## src/rtl/l2_bus_responder.sv

```systemverilog
// l2_bus_responder: block-granular L2 stand-in that answers bus_ctrl load/store requests after a latency
// Ports:
//   CLK, nRST         clock, synchronous active-low reset
//   l2_load/l2_store  request strobes, held until ACCESS (both high is an error)
//   l2_addr           byte address; block index taken above the in-block offset
//   l2_store_value    write block, word 0 in the LSBs
//   l2_load_value     read block, nonzero only during ACCESS of a load
//   l2_state          FREE=0, BUSY=1, ACCESS=2, ERROR=3
// Optional: define L2_RESP_RAND_LAT_EN for LFSR-driven latency (1..LAT_RANGE) instead of LATENCY.
module l2_bus_responder #(
    parameter int          BLOCK_SIZE_WORDS = 2,
    parameter int          WORD_W           = 32,
    parameter int          DEPTH            = 16,
    parameter int          LATENCY          = 3,
    parameter int          LAT_RANGE        = 10,
    parameter logic [15:0] LFSR_SEED        = 16'hACE1
) (
    input  logic                               CLK,
    input  logic                               nRST,
    input  logic                               l2_load,
    input  logic                               l2_store,
    input  logic [31:0]                        l2_addr,
    input  logic [BLOCK_SIZE_WORDS*WORD_W-1:0] l2_store_value,
    output logic [BLOCK_SIZE_WORDS*WORD_W-1:0] l2_load_value,
    output logic [1:0]                         l2_state
);
    localparam int DW  = BLOCK_SIZE_WORDS * WORD_W;
    localparam int OFS = $clog2(DW / 8);
    localparam int IW  = $clog2(DEPTH);

    typedef enum logic [1:0] {S_IDLE = 2'd0, S_WAIT = 2'd1, S_DONE = 2'd2, S_ERR = 2'd3} state_t;

    state_t          state;
    logic [15:0]     cnt;
    logic [15:0]     lat;
    logic            is_store;
    logic [IW-1:0]   idx;
    logic [DW-1:0]   data;
    logic [DW-1:0]   mem [DEPTH];
    logic [OFS-1:0]  unused_ofs;

    wire req = l2_load || l2_store;
    wire oor = l2_addr[31:OFS+IW] != '0;

    assign unused_ofs = l2_addr[OFS-1:0];
    assign l2_state   = state;

`ifdef L2_RESP_RAND_LAT_EN
    localparam int unused_par = LATENCY;
    logic [15:0] lfsr;
    // Fibonacci taps 16,14,13,11; free-running so latency depends on arrival time
    always_ff @(posedge CLK) begin
        if (!nRST) lfsr <= LFSR_SEED;
        else lfsr <= {lfsr[14:0], lfsr[15] ^ lfsr[13] ^ lfsr[12] ^ lfsr[10]};
    end
    assign lat = lfsr % 16'(LAT_RANGE) + 16'd1;
`else
    localparam int unused_par = LAT_RANGE + int'(LFSR_SEED);
    assign lat = 16'(LATENCY);
`endif

    always_ff @(posedge CLK) begin
        if (!nRST) begin
            state         <= S_IDLE;
            cnt           <= '0;
            is_store      <= 1'b0;
            idx           <= '0;
            data          <= '0;
            l2_load_value <= '0;
            for (int i = 0; i < DEPTH; i++) mem[i] <= '0;
        end else begin
            case (state)
                S_IDLE: begin
                    if ((l2_load && l2_store) || (req && oor)) begin
                        state <= S_ERR;
                    end else if (req) begin
                        state    <= S_WAIT;
                        is_store <= l2_store;
                        idx      <= l2_addr[OFS+IW-1:OFS];
                        data     <= l2_store_value;
                        cnt      <= lat;
                    end
                end
                S_WAIT: begin
                    // abort wins over completion so a dropped request never writes
                    if (!req) begin
                        state <= S_IDLE;
                        cnt   <= '0;
                    end else if (cnt == 16'd1) begin
                        state <= S_DONE;
                        cnt   <= '0;
                        if (!is_store) l2_load_value <= mem[idx];
                    end else begin
                        cnt <= cnt - 16'd1;
                    end
                end
                S_DONE: begin
                    state         <= S_IDLE;
                    l2_load_value <= '0;
                    if (is_store) mem[idx] <= data;
                end
                default: state <= S_IDLE;
            endcase
        end
    end
endmodule

```

## config.mk

```make
export PLATFORM = sky130hd
export DESIGN_NAME = l2_bus_responder
export DESIGN_NICKNAME = d
export VERILOG_FILES = /design/src/rtl/l2_bus_responder.sv
export SDC_FILE = /design/constraint.sdc
export NUM_CORES = 2
export LEC_CHECK = 0
export CAP_MARGIN = 20
export CORE_ASPECT_RATIO = 1.4
export CORE_MARGIN = 2
export CORE_UTILIZATION = 59
export CTS_CLUSTER_DIAMETER = 80
export DETAILED_ROUTE_END_ITERATION = 12
export GPL_TIMING_DRIVEN = 0
export PLACE_DENSITY = 0.74
export SYNTH_ARGS = -nofsm -noshare
export SYNTH_HDL_FRONTEND = slang
export SYNTH_SLANG_ARGS = --single-unit
export TNS_END_PERCENT = 10
```

## constraint.sdc

```tcl
create_clock -name CLK -period 8.6 [get_ports CLK]
set_clock_uncertainty 0.1 [all_clocks]
set_input_delay 0.86 -clock CLK [delete_from_list [all_inputs] [get_ports CLK]]
set_output_delay 0.86 -clock CLK [all_outputs]
set_load 0.1 [all_outputs]
```

# After elaboration in Yosys (flattened, before gate mapping)

Memory sizes are Yosys's and may differ from the RTL's. A register that Yosys moved wholly into a read port is not among the register bits.
Cells that the tools add are included.

Bits of input ports: 100
Logic and storage cells: 56
Flip-flop bits (word level): 151
Memories kept: 1
Memory bits (writable): 1024

Reduce and logical (&&, ||, !) cells: 13
Muxes and demuxes: 24
Eq/ne operators: 10
Bitwise gates (word level): 1
Add/subtract/negate cells: 1

Memories:

| memory | words | bits a word | read ports | clocked after Yosys merged registers in | wr ports | RTL line | RTL |
|---|---|---|---|---|---|---|---|
| mem    | 16    | 64          | 1          | 1                                       | 16       | 39       | `logic [DW-1:0] mem [DEPTH];` |

Operators with widths:

| cell                                                 | number |
|---|---|
| two-way mux 64 bit                                   | 4 |
| case mux 64 bit (2 select lines)                     | 1 |
| two-way mux 16 bit                                   | 4 |
| OR reduction 64 bit                                  | 1 |
| case mux 16 bit (2 select lines)                     | 1 |
| nonzero test 25 bit                                  | 1 |
| equality test 16 x 1 -> 1 bit, second input constant | 1 |
| subtractor 16 x 1 -> 16 bit, second input constant   | 1 |
| two-way mux 4 bit                                    | 3 |
| inequality test 2 bit, second input constant         | 5 |
| two-way mux 2 bit                                    | 4 |
| two-way mux 1 bit                                    | 6 |
| inequality test 3 bit, second input constant         | 2 |
| AND reduction 3 bit                                  | 2 |
| case mux 2 bit (2 select lines)                      | 1 |
| AND reduction 4 bit                                  | 1 |
| nonzero test 2 bit                                   | 2 |
| equality test 2 x 1 -> 1 bit, second input constant  | 1 |
| equality test 2 bit, second input constant           | 1 |
| logical AND 1 bit                                    | 2 |
| logical NOT 2 bit                                    | 1 |
| logical OR 1 bit                                     | 2 |
| AND reduction 2 bit                                  | 1 |
| inverter 1 bit                                       | 1 |

# Logic depth before layout (Yosys ltp)

Depth after elaboration: 7
Gate-level depth with buffers: 8
Mapped depth without buffers: 7

# Worst setup path after synthesis

Ideal clock, no wire load.

Kind: reg-to-reg
From: register state[1], in the netlist l2_state[1]
To: memory mem[11][0] (netlist bit), enable pin
Data arrival time: 6.293 ns
Cell stages (with the launch flop): 5
Data required time: 7.925 ns
Path buffers: 1
Path slack: 1.632 ns
Clock period less this slack: 6.968 ns
Cell sequence: dfxtp_1 nand4b_1 or3_1 clkbuf_1 o21ai_0

RTL lines:

| what                   | RTL line | RTL |
|---|---|---|
| from (decl)            | 33       | `state_t state;` |
| from (signal assigned) | 64       | `state <= S_IDLE;` |
| from (signal assigned) | 75       | `state <= S_ERR;` |
| from (signal assigned) | 77       | `state <= S_WAIT;` |
| to (decl)              | 39       |  |

==> impl_metrics.ini <==
[worst_setup_path]
rr_startpoint = l2_state[1]
cp-end-kind = flip-flop
r2r_slack_ps = 4720
required_ps = 8860
timing.rr.end = mem[0][41]
crit_type = input pin to flip-flop
cp_top_family = simple AND/OR/NAND/NOR gates
critPathLaunchType = input pin
crit_buf_inv = 4
crit_fanout = 34
arrival_ps = 4370
critPathSlowestCell = nand2b_4
crit_path_cell_trace = clkdlybuf4s50_1 -> nand4b_1 -> or3_1 -> clkbuf_1 -> nor3_1 -> buf_2 -> nand2b_4 -> buf_16
slowest_delay_ps = 670
ff2ff_path_depth = 7

[pwr]
internal-power_w = 0.009585
peakVddDrop_uv = 152.7
switching_share = 0.2161
cellLeakagePower_nw = 19.74
finalPower_w = 0.01223
pwr-share-clk = 0.409
power.switching_w = 0.002643
power_frac_seq = 0.537
comb_power_share = 0.054
p_per_area_nw_per_um2 = 205.6

[clock_tree]
tritoncts = built
cts_made_buffers = 110
ctsResizeCount = 0
clk_latency_ps = 700
cts_setup_buffers = 0
ctsHoldBuffers = 0
h-tree-depth = 3
cts-root-buf = clkbuf_16
clkTransAtPathRegs_ps = 60
clk_path_buf_depth = 3
clock-sinks = 1179

[timing]
final-max-slew-violation-count = 0
hold_viol_final = 0
finalCritPeriodShare = 0.4776
slew_headroom = 0.1347
worst_pin_slew_ps = 1298
grt_setup_unrepaired = false
setup_violations = 0
min_period_ps = 4107
fmax_mhz = 243.5

[cells_and_area]
drive_gt1_frac = 0.1524
layout_common_cells = 1027 x and2_1, 1024 x edfxtp_1, 256 x mux4_2, 243 x clkbuf_1, 162 x clkdlybuf4s50_1
nNetsFinal = 3812
final_common_cell = and2_1
fin_util = 0.6865
area_growth_pct = 15.95

[run]
maxCapViolations = 0

[grt]
antenna_found_initial = 10
grt_max_degree = 46
grt_pass1_vias = 32990
grt_pass1_wl_um = 207700
grt-ovfl-total = 0
gr-usage-all-layers = 0.3236

[min_path]
hold_depth = 1
min_from = l2_load_value[58]
hold_class = flip-flop to flip-flop
whs_endpoint = l2_load_value[58]

[route]
vias = 31030
wl_per_cell_um = 28.53
ant_nets = 0
drt-initial-drc-count = 3330
drt_first_pass_iters = 7
drt_wl_total_um = 142100
drcViolationCount = 0
vias_per_cell = 6.233

[yosys]
synth_seq_cells = 1179
synth_top_flop_cell = edfxtp_1
syn_avg_cell_area_um2 = 15.18
ys_seq_area_frac = 0.6599
syn_area_um2 = 51300
synth_warnings = 0
netlist_instances = 3379
async_flop_share = 0
synth_edf_count = 1024
ys_types = 52
synth_nets = 3481

[placed_design]
gp_congestion = 0.8540
io_buffers = 162
dpl.hpwl_um = 98970

[status]
status = finished, final reports clean

[floorplan]
start_util = 0.5920
die-width_um = 253.2
ios = 166
core_area_um2 = 86640
die-area_um2 = 89350
die_h_um = 352.9
fp-row-count = 128
-- stage by stage --
| stage | instance area, um^2 | hold slack (ps) | instances | TNS (ps) | worst slack (ps) |
|---|---|---|---|---|---|
| floorplan | 51300 | 345.6 | 3379 | 0 | 1632 |
| global placement | 54380 | 359.4 | 4711 | -2741510 | -3947 |
| detailed placement | 55720 | 364.0 | 4765 | 0 | 3752 |
| CTS | 59430 | 382.2 | 4974 | 0 | 4470 |
| global route | 59470 | 385.8 | 4978 | 0 | 4473 |
| finish | 59480 | 376.2 | 4979 | 0 | 4493 |
-- area by class of cell --
| type | count | area, um^2 |
|---|---|---|
| flip-flops and latches | 1179 | 33850 |
| fillers | 5698 | 27170 |
| multi-input cells | 1901 | 16390 |
| clock buffers | 153 | 3181 |
| repair buffers | 219 | 2819 |
| well taps | 1170 | 1464 |
| plain buffers | 295 | 1221 |
| clock inverters | 56 | 531.8 |
| inverters | 4 | 15.01 |
| diodes | 2 | 5.005 |
-- metal layers --
layer,routed length [um],up-vias,GRT usage
met5,38,-,0
met4,8689,6,0.1856
met3,13150,471,0.05771
met2,72650,1788,0.5596
met1,47540,15640,0.3806
li1,-,13130,-
-- worst max path at each step --
stage	from	end	slack, ps	depth (start not counted)
2_1_floorplan	l2_state[1]	mem[11][0]	1630	4
3_3_place_gp	nRST	mem[9][46]	-3950	5
3_5_place_dp	nRST	mem[13][15]	3750	7
4_1_cts	nRST	mem[13][6]	4470	7
5_1_grt	nRST	mem[0][38]	4470	8
6_report	nRST	mem[0][41]	4490	8
-- flip-flops by register name, summed over array words and instances (netlist names), named ones only --
register	flops
idx	4
mem	1024
is_store	1
cnt	16
l2_state	2
data	64
l2_load_value	64
-- cells in the mapped netlist, types with 18 or more instances --
library cell | n | area [um^2]
mux2i_1 | 64 | 640.6
a22o_1 | 64 | 560.5
a21boi_0 | 70 | 525.5
nand2_1 | 156 | 585.6
and2_1 | 1027 | 6425
a22oi_1 | 65 | 488.0
edfxtp_1 | 1024 | 30750
mux4_2 | 256 | 5766
buf_2 | 39 | 195.2
nor2_1 | 22 | 82.58
buf_1 | 18 | 67.56
dfxtp_1 | 155 | 3103
o21ai_0 | 81 | 405.4
clkbuf_1 | 221 | 829.6
-- cell families after synthesis --
logic type               count (synthesis)  share of synthesized area
buffers and inverters                  299                    0.02410
AO/OA/AOI/OAI                          317                    0.04395
adder cells (fa/ha/maj)                  2                  0.0004878
flip-flops                            1179                     0.6599
multiplexers                           320                     0.1249
AND/OR/NAND/NOR                       1262                     0.1466
-- power groups by stage --
| stage | clock network [W] | logic, W | registers (W) |
|---|---|---|---|
| detailed placement | 0 | 0.000646 | 0.00669 |
| CTS | 0.00501 | 0.000650 | 0.00657 |
| global placement | 0 | 0.000567 | 0.00673 |
| floorplan | 0 | 0.000321 | 0.00673 |
| global route | 0.00523 | 0.000686 | 0.00659 |
| finish | 0.00500 | 0.000658 | 0.00657 |
Power figures use the tool's default switching activity.
